## src/rtl/inst_rom_arbiter.sv

```systemverilog
// inst_rom_arbiter
//   Two-master pipelined arbiter in front of the combinational instruction
//   ROM read port. Master 0 is the IF-stage fetch port. Master 1 is the
//   secondary reader (debug/loader or constant-pool reads).
//   Each accepted request passes through two register stages:
//     S1: owner, address and misalignment flag; drives the ROM.
//     S2: the returned word, tagged with its owner.
//   A request accepted in cycle N is answered in cycle N+2. The arbiter
//   accepts one request per cycle.
//
// Configuration macro:
//   INST_ROM_ARB_RR_EN  defined   -> round-robin on contention (1-bit pointer)
//                       undefined -> fixed priority, master 0 wins
//
// Ports:
//   clk, rst                 clock, synchronous active-high reset
//   m0_req_i / m0_addr_i     fetch request and byte address
//   m0_gnt_o                 fetch accepted this cycle (combinational)
//   m0_rvalid_o/_rdata_o/_rerr_o  fetch response (err = misaligned)
//   m1_*                     same set of ports for master 1
//   flush_i                  kill in-flight and same-cycle master-0 accesses
//   stallreq_o               master 0 requesting but not granted
//   rom_ce_o / rom_addr_o    ROM chip enable and byte address
//   rom_inst_i               ROM combinational read data
module inst_rom_arbiter #(
  parameter int ADDR_W = 32,
  parameter int DATA_W = 32
) (
  input  logic              clk,
  input  logic              rst,
  input  logic              m0_req_i,
  input  logic [ADDR_W-1:0] m0_addr_i,
  output logic              m0_gnt_o,
  output logic              m0_rvalid_o,
  output logic [DATA_W-1:0] m0_rdata_o,
  output logic              m0_rerr_o,
  input  logic              m1_req_i,
  input  logic [ADDR_W-1:0] m1_addr_i,
  output logic              m1_gnt_o,
  output logic              m1_rvalid_o,
  output logic [DATA_W-1:0] m1_rdata_o,
  output logic              m1_rerr_o,
  input  logic              flush_i,
  output logic              stallreq_o,
  output logic              rom_ce_o,
  output logic [ADDR_W-1:0] rom_addr_o,
  input  logic [DATA_W-1:0] rom_inst_i
);

  localparam logic [DATA_W-1:0] ZERO_WORD = '0;

  logic              m0_elig;
  logic              m1_elig;
  logic              m1_wins;
  logic [ADDR_W-1:0] sel_addr;

  logic              s1_valid_d, s1_valid_q;
  logic              s1_owner_d, s1_owner_q;
  logic              s1_err_d,   s1_err_q;
  logic [ADDR_W-1:0] s1_addr_d,  s1_addr_q;

  logic              s2_valid_d, s2_valid_q;
  logic              s2_owner_d, s2_owner_q;
  logic              s2_err_d,   s2_err_q;
  logic [DATA_W-1:0] s2_data_d,  s2_data_q;

`ifdef INST_ROM_ARB_RR_EN
  // ptr_q names the master preferred on the next contended cycle.
  logic ptr_d, ptr_q;
  logic contended;
`endif

  // Arbitration. Master 0 is ineligible during a flush, so master 1 can win
  // that cycle. Nothing is granted while reset is held.
  always_comb begin
    m0_elig = m0_req_i & ~flush_i & ~rst;
    m1_elig = m1_req_i & ~rst;
`ifdef INST_ROM_ARB_RR_EN
    contended = m0_elig & m1_elig;
    m1_wins   = m1_elig & (~m0_elig | ptr_q);
    ptr_d     = ptr_q;
    // The loser becomes the preferred master.
    if (contended) ptr_d = ~m1_wins;
`else
    m1_wins   = m1_elig & ~m0_elig;
`endif
    sel_addr  = m1_wins ? m1_addr_i : m0_addr_i;
  end

  assign m0_gnt_o   = m0_elig & ~m1_wins;
  assign m1_gnt_o   = m1_wins;
  assign stallreq_o = m0_req_i & ~m0_gnt_o & ~flush_i & ~rst;

  // Pipeline next-state. A flush drops a master-0 entry as it moves from S1
  // to S2. The S2 entry being presented during the flush cycle is masked at
  // the output instead.
  always_comb begin
    s1_valid_d = m0_elig | m1_elig;
    s1_owner_d = m1_wins;
    s1_addr_d  = sel_addr;
    s1_err_d   = s1_valid_d & (sel_addr[1:0] != 2'b00);

    s2_valid_d = s1_valid_q & ~(flush_i & ~s1_owner_q);
    s2_owner_d = s1_owner_q;
    s2_err_d   = s1_err_q;
    s2_data_d  = s1_err_q ? ZERO_WORD : rom_inst_i;
  end

  always_ff @(posedge clk) begin
    if (rst) begin
      s1_valid_q <= 1'b0;
      s1_owner_q <= 1'b0;
      s1_err_q   <= 1'b0;
      s1_addr_q  <= '0;
      s2_valid_q <= 1'b0;
      s2_owner_q <= 1'b0;
      s2_err_q   <= 1'b0;
      s2_data_q  <= '0;
`ifdef INST_ROM_ARB_RR_EN
      ptr_q      <= 1'b0;
`endif
    end else begin
      s1_valid_q <= s1_valid_d;
      s1_owner_q <= s1_owner_d;
      s1_err_q   <= s1_err_d;
      s1_addr_q  <= s1_addr_d;
      s2_valid_q <= s2_valid_d;
      s2_owner_q <= s2_owner_d;
      s2_err_q   <= s2_err_d;
      s2_data_q  <= s2_data_d;
`ifdef INST_ROM_ARB_RR_EN
      ptr_q      <= ptr_d;
`endif
    end
  end

  // The outputs are gated by rst as well. The registers clear only at the
  // reset edge, so without this gating the first reset cycle would show
  // stale state.
  assign rom_ce_o    = s1_valid_q & ~s1_err_q & ~rst;
  assign rom_addr_o  = rom_ce_o ? s1_addr_q : '0;

  assign m0_rvalid_o = s2_valid_q & ~s2_owner_q & ~flush_i & ~rst;
  assign m1_rvalid_o = s2_valid_q &  s2_owner_q & ~rst;
  assign m0_rdata_o  = m0_rvalid_o ? s2_data_q : ZERO_WORD;
  assign m1_rdata_o  = m1_rvalid_o ? s2_data_q : ZERO_WORD;
  assign m0_rerr_o   = m0_rvalid_o & s2_err_q;
  assign m1_rerr_o   = m1_rvalid_o & s2_err_q;

endmodule
```

## config.mk

```make
export PLATFORM = sky130hd
export DESIGN_NAME = inst_rom_arbiter
export DESIGN_NICKNAME = d
export VERILOG_FILES = /design/src/rtl/inst_rom_arbiter.sv
export SDC_FILE = /design/constraint.sdc
export NUM_CORES = 1
export LEC_CHECK = 0
export BUFFER_PORTS_ARGS = -buffer_cell sky130_fd_sc_hd__buf_2
export CAP_MARGIN = 10
export CORE_UTILIZATION = 45
export CTS_CLUSTER_DIAMETER = 100
export CTS_CLUSTER_SIZE = 28
export DETAILED_ROUTE_END_ITERATION = 7
export PLACE_DENSITY = 0.85
export SYNTH_ARGS = -nofsm -noshare
export SYNTH_HDL_FRONTEND = slang
export SYNTH_SLANG_ARGS = --single-unit
```

## constraint.sdc

```tcl
create_clock -name clk -period 3.9 [get_ports clk]
set_clock_uncertainty 0.2 [all_clocks]
set_input_delay 0.39 -clock clk [delete_from_list [all_inputs] [get_ports clk]]
set_output_delay 0.39 -clock clk [all_outputs]
set_load 0.005 [all_outputs]
```

**Yosys cells after proc, flatten, opt, wreduce, memory -nomap -nowiden**

Index checks and enable logic that the tools add are counted.

- Muxes and demuxes: 4
- Bitwise operators: 30
- Reductions and logical operators: 2

Operator list:

| cell | count |
|---|---|
| 2-to-1 mux 32 bit | 4 |
| AND 1 bit | 20 |
| NOT 1 bit | 9 |
| nonzero test 2 bit | 1 |
| OR reduction 2 bit | 1 |
| bitwise OR 1 bit | 1 |

- Register bits after elaboration: 70
- Input bits: 101
- Word-level logic and storage cells: 44

**Logic depth before layout (Yosys ltp)**

Gate-level depths: netlist of run 1.

- Word-level depth: 11
- Depth in mapped cells: 6
- Depth with buffers taken out: 4

**Least setup slack after synthesis of run 1**

OpenSTA, ideal clock, no wires.

- Kind: input to output
- Start point: input port rst
- End point: output port m0_rdata_o[22]
- Arrival time: 1.084 ns
- Required time: 3.310 ns
- Setup slack: 2.226 ns
- Stages: 3
- Cells stage by stage: nor4b_4 > buf_6 > and2_1

- Longest elaborated chain between the ends: 3

Ends and longest elaborated chain:

| item | line | source |
|---|---|---|
| start: declaration | 30 | `input logic rst,` |
| NOT 1 bit | 143 | `assign m0_rvalid_o = s2_valid_q & ~s2_owner_q & ~flush_i & ~rst;` |
| AND 1 bit | 143 |  |
| named net m0_rvalid_o | 34 | `output logic m0_rvalid_o,` |
| 2-to-1 mux 32 bit | 145 | `assign m0_rdata_o = m0_rvalid_o ? s2_data_q : ZERO_WORD;` |
| end: declaration | 35 | `output logic [DATA_W-1:0] m0_rdata_o,` |

The timed path passes the listed nets, and every way through them passes these cells.

**Worst setup path after layout of run 1**

- Start point: input port rst
- End point: output port m1_rdata_o[18]

- Longest elaborated chain between the ends: 3

Ends and longest elaborated chain:

| item | line | source |
|---|---|---|
| NOT 1 bit | 144 | `assign m1_rvalid_o = s2_valid_q & s2_owner_q & ~rst;` |
| AND 1 bit | 144 |  |
| 2-to-1 mux 32 bit | 146 | `assign m1_rdata_o = m1_rvalid_o ? s2_data_q : ZERO_WORD;` |
| end: declaration | 41 | `output logic [DATA_W-1:0] m1_rdata_o,` |

No other way between the ends.

==> impl_metrics.tcl, run 1 <==
set metrics [dict create \
    status "finished, violations left" \
    violations "DRC" \
    ys_ff_latch 70 \
    io_pins 205 \
    power.density_mw_per_mm2 384 \
    slew_viol_final 0 \
    dp_hpwl_mm 5.76 \
    clkLatencyLatePin_ps 330 \
    maxSlewHeadroom_pct 43.5 \
    grt-ovfl-total 0 \
    cts_tree "done" \
    h-tree-depth 3 \
    avgSynthCellArea_um2 8.76 \
    avgRoutedWirePerCell_um 12.6 \
    drtPass1Iterations 6 \
    r2r_slack_ps 2230 \
    synth.distinct_cells 23 \
    grt_first_pass_wirelength_mm 12.4 \
    track_usage_pct 21.9 \
    postCtsHoldBufs 0 \
    cts_resized 0 \
    syn-num-nets 451 \
    core_area_mm2 0.00646 \
    rsz0062_at_grt "false" \
    cts_sinks 70 \
    crit_fanout 42 \
    min_to "s2_data_q[24]" \
    end_kind "primary output" \
    async_reset_ff_share_pct 0 \
    power_mw 1.64 \
    min_delay_path_depth 2 \
    grt_pass1_vias 2767 \
    fin_area_mm2 0.00428 \
    peakVddDrop_v 0.000207 \
    yosysMostFrequentCell "and2_1" \
    hp-start "rom_inst_i[24]" \
    reg2reg_depth 3 \
    yosysSeqAreaShare_pct 45.7 \
    p_leak_nw 2.39 \
    crit_type "input port to primary output" \
    die_area_mm2 0.00715 \
    postSynthCellCount 350 \
    worstMarginPinSlew_ps 847 \
    max_freq_ghz 0.399 \
    synth_top_area_cell "dfxtp_1" \
    portBuffers 203 \
    yosys_warnings 0 \
    nFillCells 528 \
    period_minus_slack_ps 2510 \
    initial_core_util_pct 47.5 \
    die_h_um 84.5 \
    die-width_um 84.5 \
    fin_tns_setup_ps 0 \
    crit_arrival_ps 1920 \
    nNetsFinal 637 \
    drv_cap 0 \
    ys_top_cells_by_area "dfxtp_1 (46%), and2_1 (20%), and3_1 (6.5%), nand2b_1 (6.5%), nand3_1 (5.2%)" \
    syn_area_mm2 0.00307 \
    synthTopCellsByCount "and2_1 (99), dfxtp_1 (70), and3_1 (32), nand2b_1 (32), nand3_1 (32)" \
    gp_congestion 0.780 \
    setup_viol 0 \
    fin_crit_sh_pct 64.3 \
    drt-total-wl_mm 7.79 \
    via_count 2957 \
    hold_viol 0 \
    grt_max_degree 49 \
    drt_iter0_drc 68 \
    vias_per_cell 4.78 \
    worst_hold_path_type "input port to flip-flop" \
    area_growth_pct 39.6 \
    synth_edf_count 0 \
    cts_buffers 9 \
    ys.flop_type "dfxtp_1" \
    clockBufferDepth 2 \
    start_kind "input port" \
    rr_endpoint "s2_data_q[14]" \
    antenna_found_initial 0 \
    drive_gt1_share_pct 42.1 \
    clkTransAtPathRegs_ps 80 \
    rows 29 \
    synth_top_area_share_pct 45.7 \
    antenna-diode-count 0 \
    root_buffer "clkbuf_8" \
    postRouteAntennaNets 0 \
    r2r_start "s1_err_q" \
    drc 30 \
    post-cts-setup-buffer-count 0 \
    placed_area_mm2 0.00402 \
    crit_required_ps 3310 \
]
state kept, by name, indices dropped and copies added (netlist names):
signal and cells:
s1_addr_q 32, s2_data_q 32, s1_err_q 1, s1_owner_q 1, s1_valid_q 1, s2_err_q 1, s2_owner_q 1, s2_valid_q 1
worst max path at each step:
stage / cells past startpoint / end / slack (ps) / start
after floorplan: 3 / m0_rdata_o[22] / 2230 / rst
after global placement: 4 / m0_rdata_o[22] / 1340 / rst
after detailed placement: 4 / m0_rdata_o[24] / 1170 / rst
after CTS: 4 / m0_rdata_o[24] / 1170 / rst
after global routing: 4 / m1_rdata_o[18] / 1230 / rst
final: 4 / m1_rdata_o[18] / 1390 / rst
where the power goes:
group          switching (mW)  internal, mW
Sequential             0.0189         0.764
Combinational          0.0756        0.0825
Clock                   0.259         0.441
layer usage:
metal / vias to the layer above / share of wire [%] / GRT usage, %
met5: - / 0 / 0
met4: 0 / 2.2 / 10.2
met3: 15 / 8.2 / 5.60
met2: 143 / 51 / 40.9
met1: 1299 / 38 / 22.9
li1: 1500 / - / -
cell usage in the layout (no fill, tap or decap), drive strengths merged:
| cell | n |
|---|---|
| and3b | 1 |
| conb | 1 |
| and3 | 32 |
| dfxtp | 70 |
| and2 | 99 |
| nor2b | 5 |
| nor4b | 1 |
| clkinv | 3 |
| inv | 3 |
| a21oi | 3 |
| nand3 | 32 |
| clkbuf | 10 |
| nand2 | 1 |
| nor2 | 3 |
| nor3b | 1 |
| nand2b | 32 |
| buf | 207 |
| o21ai | 33 |
| o311a | 1 |
| bufinv | 3 |
cell families (layout without fill, tap and decap cells):
family	count (synthesis)	in the layout	synth area share [%]
AOI/OAI and AO/OA	37	37	6.20
buffers and inverters	35	226	6.57
other	1	1	0.122
and+or+nand+nor	207	207	41.4
DFF	70	70	45.7
final cells by class:
cell class                      instances  area [µm²]  share of cell area [%]
Timing Repair Buffer                  207        1050                    24.5
Inverter                                3        11.3                   0.263
Multi-Input combinational cell        245        1470                    34.4
Tap cell                               77        96.3                    2.25
Clock buffer                           10         138                    3.22
Clock inverter                          6         109                    2.54
Sequential cell                        70        1400                    32.8
metrics by stage:
step	hold WS, ps	setup WS, ps	util [%]	cells
floorplan	239	2230	-	350
global placement	245	1340	62.2	601
detailed placement	254	1170	62.2	601
CTS	38.6	1170	66.1	617
global route	32.2	1230	66.2	618
finish	52.8	1390	66.2	618
critical path, cell delays in order:
cell and delay, ps:
buf_2 310, and3b_1 840, and2_1 240, buf_2 110
Note: power is estimated with default switching activity, not from simulation.
==> run 2: changes to the inputs <==
--- a/config.mk
+++ b/config.mk
@@ -5,13 +5,14 @@
 export SDC_FILE = /design/constraint.sdc
 export NUM_CORES = 1
 export LEC_CHECK = 0
+export ABC_AREA = 1
 export BUFFER_PORTS_ARGS = -buffer_cell sky130_fd_sc_hd__buf_2
 export CAP_MARGIN = 10
-export CORE_UTILIZATION = 45
+export CORE_UTILIZATION = 38
 export CTS_CLUSTER_DIAMETER = 100
 export CTS_CLUSTER_SIZE = 28
 export DETAILED_ROUTE_END_ITERATION = 7
-export PLACE_DENSITY = 0.85
+export PLACE_DENSITY = 0.77
 export SYNTH_ARGS = -nofsm -noshare
 export SYNTH_HDL_FRONTEND = slang
 export SYNTH_SLANG_ARGS = --single-unit
==> constraint.sdc (replaced) <==
create_clock -name clk -period 2.24 [get_ports clk]
set_clock_uncertainty 0.2 [all_clocks]
set_input_delay 0.224 -clock clk [delete_from_list [all_inputs] [get_ports clk]]
set_output_delay 0.224 -clock clk [all_outputs]
set_load 0.005 [all_outputs]
==> run 2 against run 1 <==
  * The run now ends clean
  * Sequential cell count unchanged
  * First-iteration DRC count increased by 28%
  * Critical path depth increased by 1
  * Synthesized cell count increased by 29%
  * Register-to-register slack got worse by 1200 ps
  * Critical path type unchanged
  * Via count increased by 22%
  * Combinational power increased to 2.9 times the previous value
  * Largest cell class is now buffers
  * Non-clock buffer count increased by 90
  * Clock-buffer cell count increased by 3
  * Worst setup slack got worse by 1200 ps
==> impl_metrics.tcl, run 2 <==
set metrics [dict create \
    status "finished, final reports clean" \
    crit_arrival_ps 1600 \
    cts_resized 0 \
    crit_required_ps 1820 \
    power.density_mw_per_mm2 552 \
    r2r_slack_ps 1020 \
    cp_common_cell "buf_2" \
    nNetsFinal 836 \
    via_count 3622 \
    synth_top_family_by_area "simple AND/OR/NAND/NOR gates" \
    synth_top_area_cell "dfxtp_1" \
    drt-total-wl_mm 9.77 \
    rsz0062_at_grt "false" \
    grt_pass1_vias 3358 \
    post-cts-setup-buffer-count 0 \
    syn_area_mm2 0.00305 \
    period_minus_slack_ps 2020 \
    setup_viol 0 \
    ys_ff_latch 70 \
    drtPass1Iterations 4 \
    clockBufferDepth 2 \
    cts_buffers 9 \
    area_growth_pct 68.8 \
    slew_viol_final 0 \
    clkLatencyLatePin_ps 330 \
    synth.area.mux_share_pct 0 \
    grt_max_degree 35 \
    drc 0 \
    cts_sinks 70 \
    critPathTopFamily "simple AND/OR/NAND/NOR gates" \
    die_h_um 91.6 \
    endpoint "m0_rdata_o[21]" \
    layout_commonest_cell "buf_2" \
    path_cells "buf_2, inv_4, nand4_4, nor2_1, buf_2" \
    top_regs "s1_addr_q x32, s2_data_q x32" \
    fin_tns_setup_ps 0 \
    crit_type "input port to primary output" \
    die_area_mm2 0.00838 \
    cp_num_cells 5 \
    worstMarginPinSlew_ps 599 \
    synth_top_area_share_pct 46.0 \
    track_usage_pct 23.0 \
    worst_hold_path_type "input port to flip-flop" \
    grt_first_pass_wirelength_mm 15.2 \
    max_freq_ghz 0.495 \
    synth_edf_count 0 \
    postSynthCellCount 450 \
    vias_per_cell 4.30 \
    dp_hpwl_mm 5.58 \
    peakVddDrop_v 0.000386 \
    drive_gt1_share_pct 31.6 \
    r2r_start "s1_err_q" \
    rr_endpoint "s2_data_q[25]" \
    synth_fa_ha_area_share_pct 0 \
    syn-num-nets 551 \
    async_reset_ff_share_pct 0 \
    end_kind "primary output" \
    clkTransAtPathRegs_ps 70 \
    drt_iter0_drc 87 \
    reg2reg_depth 4 \
    avgRoutedWirePerCell_um 11.6 \
    finalNonFillerCells 842 \
    io_pins 205 \
    crit_buf_inv 3 \
    final_cell_mix "buf_2 (203), nor2_1 (130), inv_1 (110)" \
    initial_core_util_pct 39.4 \
    h-tree-depth 3 \
    placed_area_mm2 0.00401 \
    crit_fanout 34 \
    grt-ovfl-total 0 \
    yosysSeqAreaShare_pct 46.0 \
    start_kind "input port" \
    postRouteAntennaNets 0 \
    min_delay_path_depth 2 \
    antenna_found_initial 0 \
    die-width_um 91.6 \
    rows 32 \
    synthTopCellsByCount "nor2_1 (130), inv_1 (110), dfxtp_1 (70), nand2_1 (65), nand3_1 (31)" \
    dpl.cell_count 733 \
    synth.distinct_cells 20 \
    fin_crit_sh_pct 90.2 \
    synthXorXnorAreaFrac_pct 0 \
    cp_slowest_cell "nand4_4" \
    power_mw 2.84 \
    ys_top_cells_by_area "dfxtp_1 (46%), nor2_1 (16%), inv_1 (14%), nand2_1 (8.0%), nand3_1 (5.1%)" \
    drv_cap 0 \
    ys.flop_type "dfxtp_1" \
    avgSynthCellArea_um2 6.77 \
    gp_congestion 0.758 \
    core_area_mm2 0.00773 \
    yosysMostFrequentCell "nor2_1" \
    max_stage_delay_ps 450 \
    fin_area_mm2 0.00515 \
    portBuffers 203 \
    root_buffer "clkbuf_8" \
    p_leak_nw 2.98 \
    yosys_warnings 0 \
    yosys.area_share.simple_pct 33.1 \
    antenna-diode-count 0 \
    cts_tree "done" \
    synth-compound-area-share_pct 0.493 \
    cp-startpoint "rst" \
    hold_viol 0 \
    maxSlewHeadroom_pct 60.0 \
]
-- run 2: changes by cell type after synthesis, moves of 6 or more --
cell,change
nand2_1,+65
nand2b_1,-32
nor2_1,+127
o21ai_1,-29
and2_1,-99
nor2_2,+6
inv_1,+108
clkbuf_1,-6
and3_1,-32
-- run 2: where the power goes --
group,switching [mW],internal (mW),total (mW),leakage [nW]
clock,0.447,0.575,1.02,0.0996
sequential,0.0244,1.33,1.35,0.582
combinational,0.213,0.253,0.466,2.30
total,0.684,2.16,2.84,2.98
-- run 2: area by class of cell --
cell class | instances | area (µm²)
well taps | 102 | 128
clock buffers | 13 | 159
inverters | 114 | 433
fillers | 613 | 2580
repair buffers | 297 | 1950
flip-flops and latches | 70 | 1400
clock inverters | 3 | 42.5
multi-input cells | 243 | 1030
-- run 2: what timing repair did --
action / in CTS / in global routing
hold buffers: 93 / 0
hold endpoints to repair: 63 / 0
setup endpoints to repair: 0 / 0
-- run 2: worst min-delay path by stage --
stage,end,start
global placement,s1_addr_q[8],m1_addr_i[8]
global route,s1_valid_q,m1_req_i
floorplan,s2_valid_q,flush_i
detailed placement,s1_addr_q[28],m1_addr_i[28]
finish,s1_addr_q[0],rst
CTS,s1_addr_q[0],rst
-- run 2: metal layers --
metal,up-vias,routed length (µm),GRT usage [%]
met2,181,5090,42.9
met1,1598,3680,24.2
met5,-,0,0
met4,0,203,9.92
met3,20,799,5.70
li1,1823,-,-
-- run 2: cell families after synthesis --
group / Yosys count
AND/OR/NAND/NOR: 239
buffers and inverters: 137
flip-flops: 70
AO/OA/AOI/OAI: 3
other: 1
-- run 2: through the flow --
step	hold slack, ps	util [%]	setup slack (ps)
6_report	26.6	66.6	220
5_1_grt	33.0	66.6	95.3
2_1_floorplan	114	-	866
4_1_cts	7.22	66.6	198
3_5_place_dp	223	51.9	280
3_3_place_gp	217	51.9	286
==> run 3: changes to the inputs <==
--- a/config.mk
+++ b/config.mk
@@ -5,7 +5,7 @@
 export SDC_FILE = /design/constraint.sdc
 export NUM_CORES = 1
 export LEC_CHECK = 0
-export ABC_AREA = 1
+export ABC_CLOCK_PERIOD_IN_PS = 2240
 export BUFFER_PORTS_ARGS = -buffer_cell sky130_fd_sc_hd__buf_2
 export CAP_MARGIN = 10
 export CORE_UTILIZATION = 38
==> run 3 against run 2 <==
  * Non-clock buffer count grew 12
  * Hold slack better by 0.80 ps
  * Clock-buffer cell count decreased by 2
  * Cell count fell by 12%
  * Critical endpoint is now m0_rdata_o[30]
  * Utilization rose by 1.3 points
  * Sequential power barely moved
  * Global-route usage rose by 1.9 points
  * Clock power increased by 6%
==> impl_metrics.tcl, run 3 (synthesis gave the netlist of run 1 again) <==
set metrics [dict create \
    grt-ovfl-total 0 \
    die-width_um 91.8 \
    antenna_found_initial 0 \
    vias_per_cell 4.77 \
    seq_power_share_pct 46.9 \
    r2r_start "s1_err_q" \
    rows 32 \
    drtPass1Iterations 4 \
    fin_crit_sh_pct 86.3 \
    cts_buffers 9 \
    dpl.cell_count 632 \
    register_area_mm2 0.00140 \
    root_buffer "clkbuf_8" \
    antenna-diode-count 0 \
    drt_iter0_drc 114 \
    crit_fanout 34 \
    nNetsFinal 739 \
    grt_max_degree 35 \
    start_kind "flip-flop" \
    min_delay_path_depth 4 \
    crit_arrival_ps 1510 \
    avgRoutedWirePerCell_um 13.8 \
    io_pins 205 \
    drive_gt1_share_pct 35.8 \
    setup_viol 0 \
    gp_congestion 0.730 \
    max_freq_ghz 0.517 \
    drc 0 \
    clkLatencyLatePin_ps 340 \
    nFillCells 575 \
    cts_tree "done" \
    die_area_mm2 0.00843 \
    p_leak_nw 2.83 \
    multiInputGateArea_mm2 0.00147 \
    finalNonFillerCells 744 \
    clkPwrFrac_pct 37.1 \
    crit_required_ps 1820 \
    via_count 3550 \
    postRouteAntennaNets 0 \
    p_switching_mw 0.670 \
    period_minus_slack_ps 1930 \
    core_area_mm2 0.00777 \
    area_growth_pct 72.0 \
    die_h_um 91.8 \
    r2r_slack_ps 1060 \
    status "finished, final reports clean" \
    layout_commonest_cell "buf_2" \
    drv_cap 0 \
    hp-start "m0_req_i" \
    worst_hold_path_type "input port to flip-flop" \
    hold_viol 0 \
    rsz0062_at_grt "false" \
    top_regs "s1_addr_q x32, s2_data_q x32" \
    cts_sinks 70 \
    cts_resized 0 \
    dp_hpwl_mm 5.84 \
    combPwrFrac_pct 16.0 \
    power.density_mw_per_mm2 550 \
    peakVddDrop_v 0.000286 \
    reg2reg_depth 3 \
    rr_endpoint "s2_data_q[22]" \
    fin_tns_setup_ps 0 \
    grt_first_pass_wirelength_mm 16.4 \
    switching_share_pct 23.1 \
    end_kind "primary output" \
    min_to "s1_owner_q" \
    grt_pass1_vias 3462 \
    crit_type "flip-flop to primary output" \
    h-tree-depth 3 \
    slew_viol_final 0 \
    clockBufferDepth 2 \
    track_usage_pct 24.9 \
    final_cell_mix "buf_2 (203), and2_1 (99), dlygate4sd3_1 (97)" \
    initial_core_util_pct 39.5 \
    p_int_mw 2.23 \
    portBuffers 203 \
    clkTransAtPathRegs_ps 70 \
    drt-total-wl_mm 10.3 \
]
[run 3: per-layer routing]
metal / global-route usage [%] / vias to the layer above / part of all wire [%]
li1: - / 1704 / -
met1: 27.2 / 1604 / 39
met2: 44.9 / 208 / 49
met3: 6.63 / 34 / 8.7
met4: 11.1 / 0 / 3.2
met5: 0 / - / 0
[run 3: critical path, stage by stage, from the launching register on]
cell	delay, ps
dfxtp_1	340
nor4b_4	260
buf_4	290
and2_1	170
buf_2	110
[run 3: repair_timing]
item                                    CTS  global route
hold buffers                             97             0
endpoints found under the setup margin    0             0
setup buffers                             0             0
hold endpoints to repair                 66             0
[run 3: worst max-delay path by stage]
stage / endpoint / cells past startpoint / slack [ps] / from
6_report: m0_rdata_o[30] / 4 / 310 / s2_owner_q
5_1_grt: m0_rdata_o[24] / 4 / 160 / s2_owner_q
4_1_cts: m0_rdata_o[26] / 4 / 280 / s2_owner_q
3_5_place_dp: m0_rdata_o[26] / 5 / 560 / rst
3_3_place_gp: m0_rdata_o[22] / 5 / 600 / rst
2_1_floorplan: m0_rdata_o[22] / 3 / 790 / s2_owner_q
[run 3: cell type report]
class	count	area share, %
repair buffers	309	39.0
multi-input cells	245	27.9
flip-flops and latches	70	26.6
clock buffers	11	2.49
well taps	102	2.42
clock inverters	4	1.38
inverters	3	0.214
[run 3: per-stage QoR]
step	power (mW)	instance area [µm²]	hold WS, ps	setup WS, ps	util (%)
4_1_cts	2.89	5270	12.1	284	67.9
3_5_place_dp	1.68	4100	226	559	52.7
6_report	2.90	5270	27.4	306	67.9
3_3_place_gp	1.66	4100	223	604	52.7
2_1_floorplan	1.54	3070	146	790	-
5_1_grt	3.02	5270	18.5	163	67.9
[run 3: power by group through the flow]
| stage | registers (mW) | clock network [mW] | logic (mW) |
|---|---|---|---|
| 6_report | 1.36 | 1.08 | 0.463 |
| 5_1_grt | 1.37 | 1.15 | 0.503 |
| 4_1_cts | 1.36 | 1.09 | 0.439 |
| 3_5_place_dp | 1.39 | 0 | 0.291 |
| 3_3_place_gp | 1.38 | 0 | 0.283 |
| 2_1_floorplan | 1.37 | 0 | 0.162 |
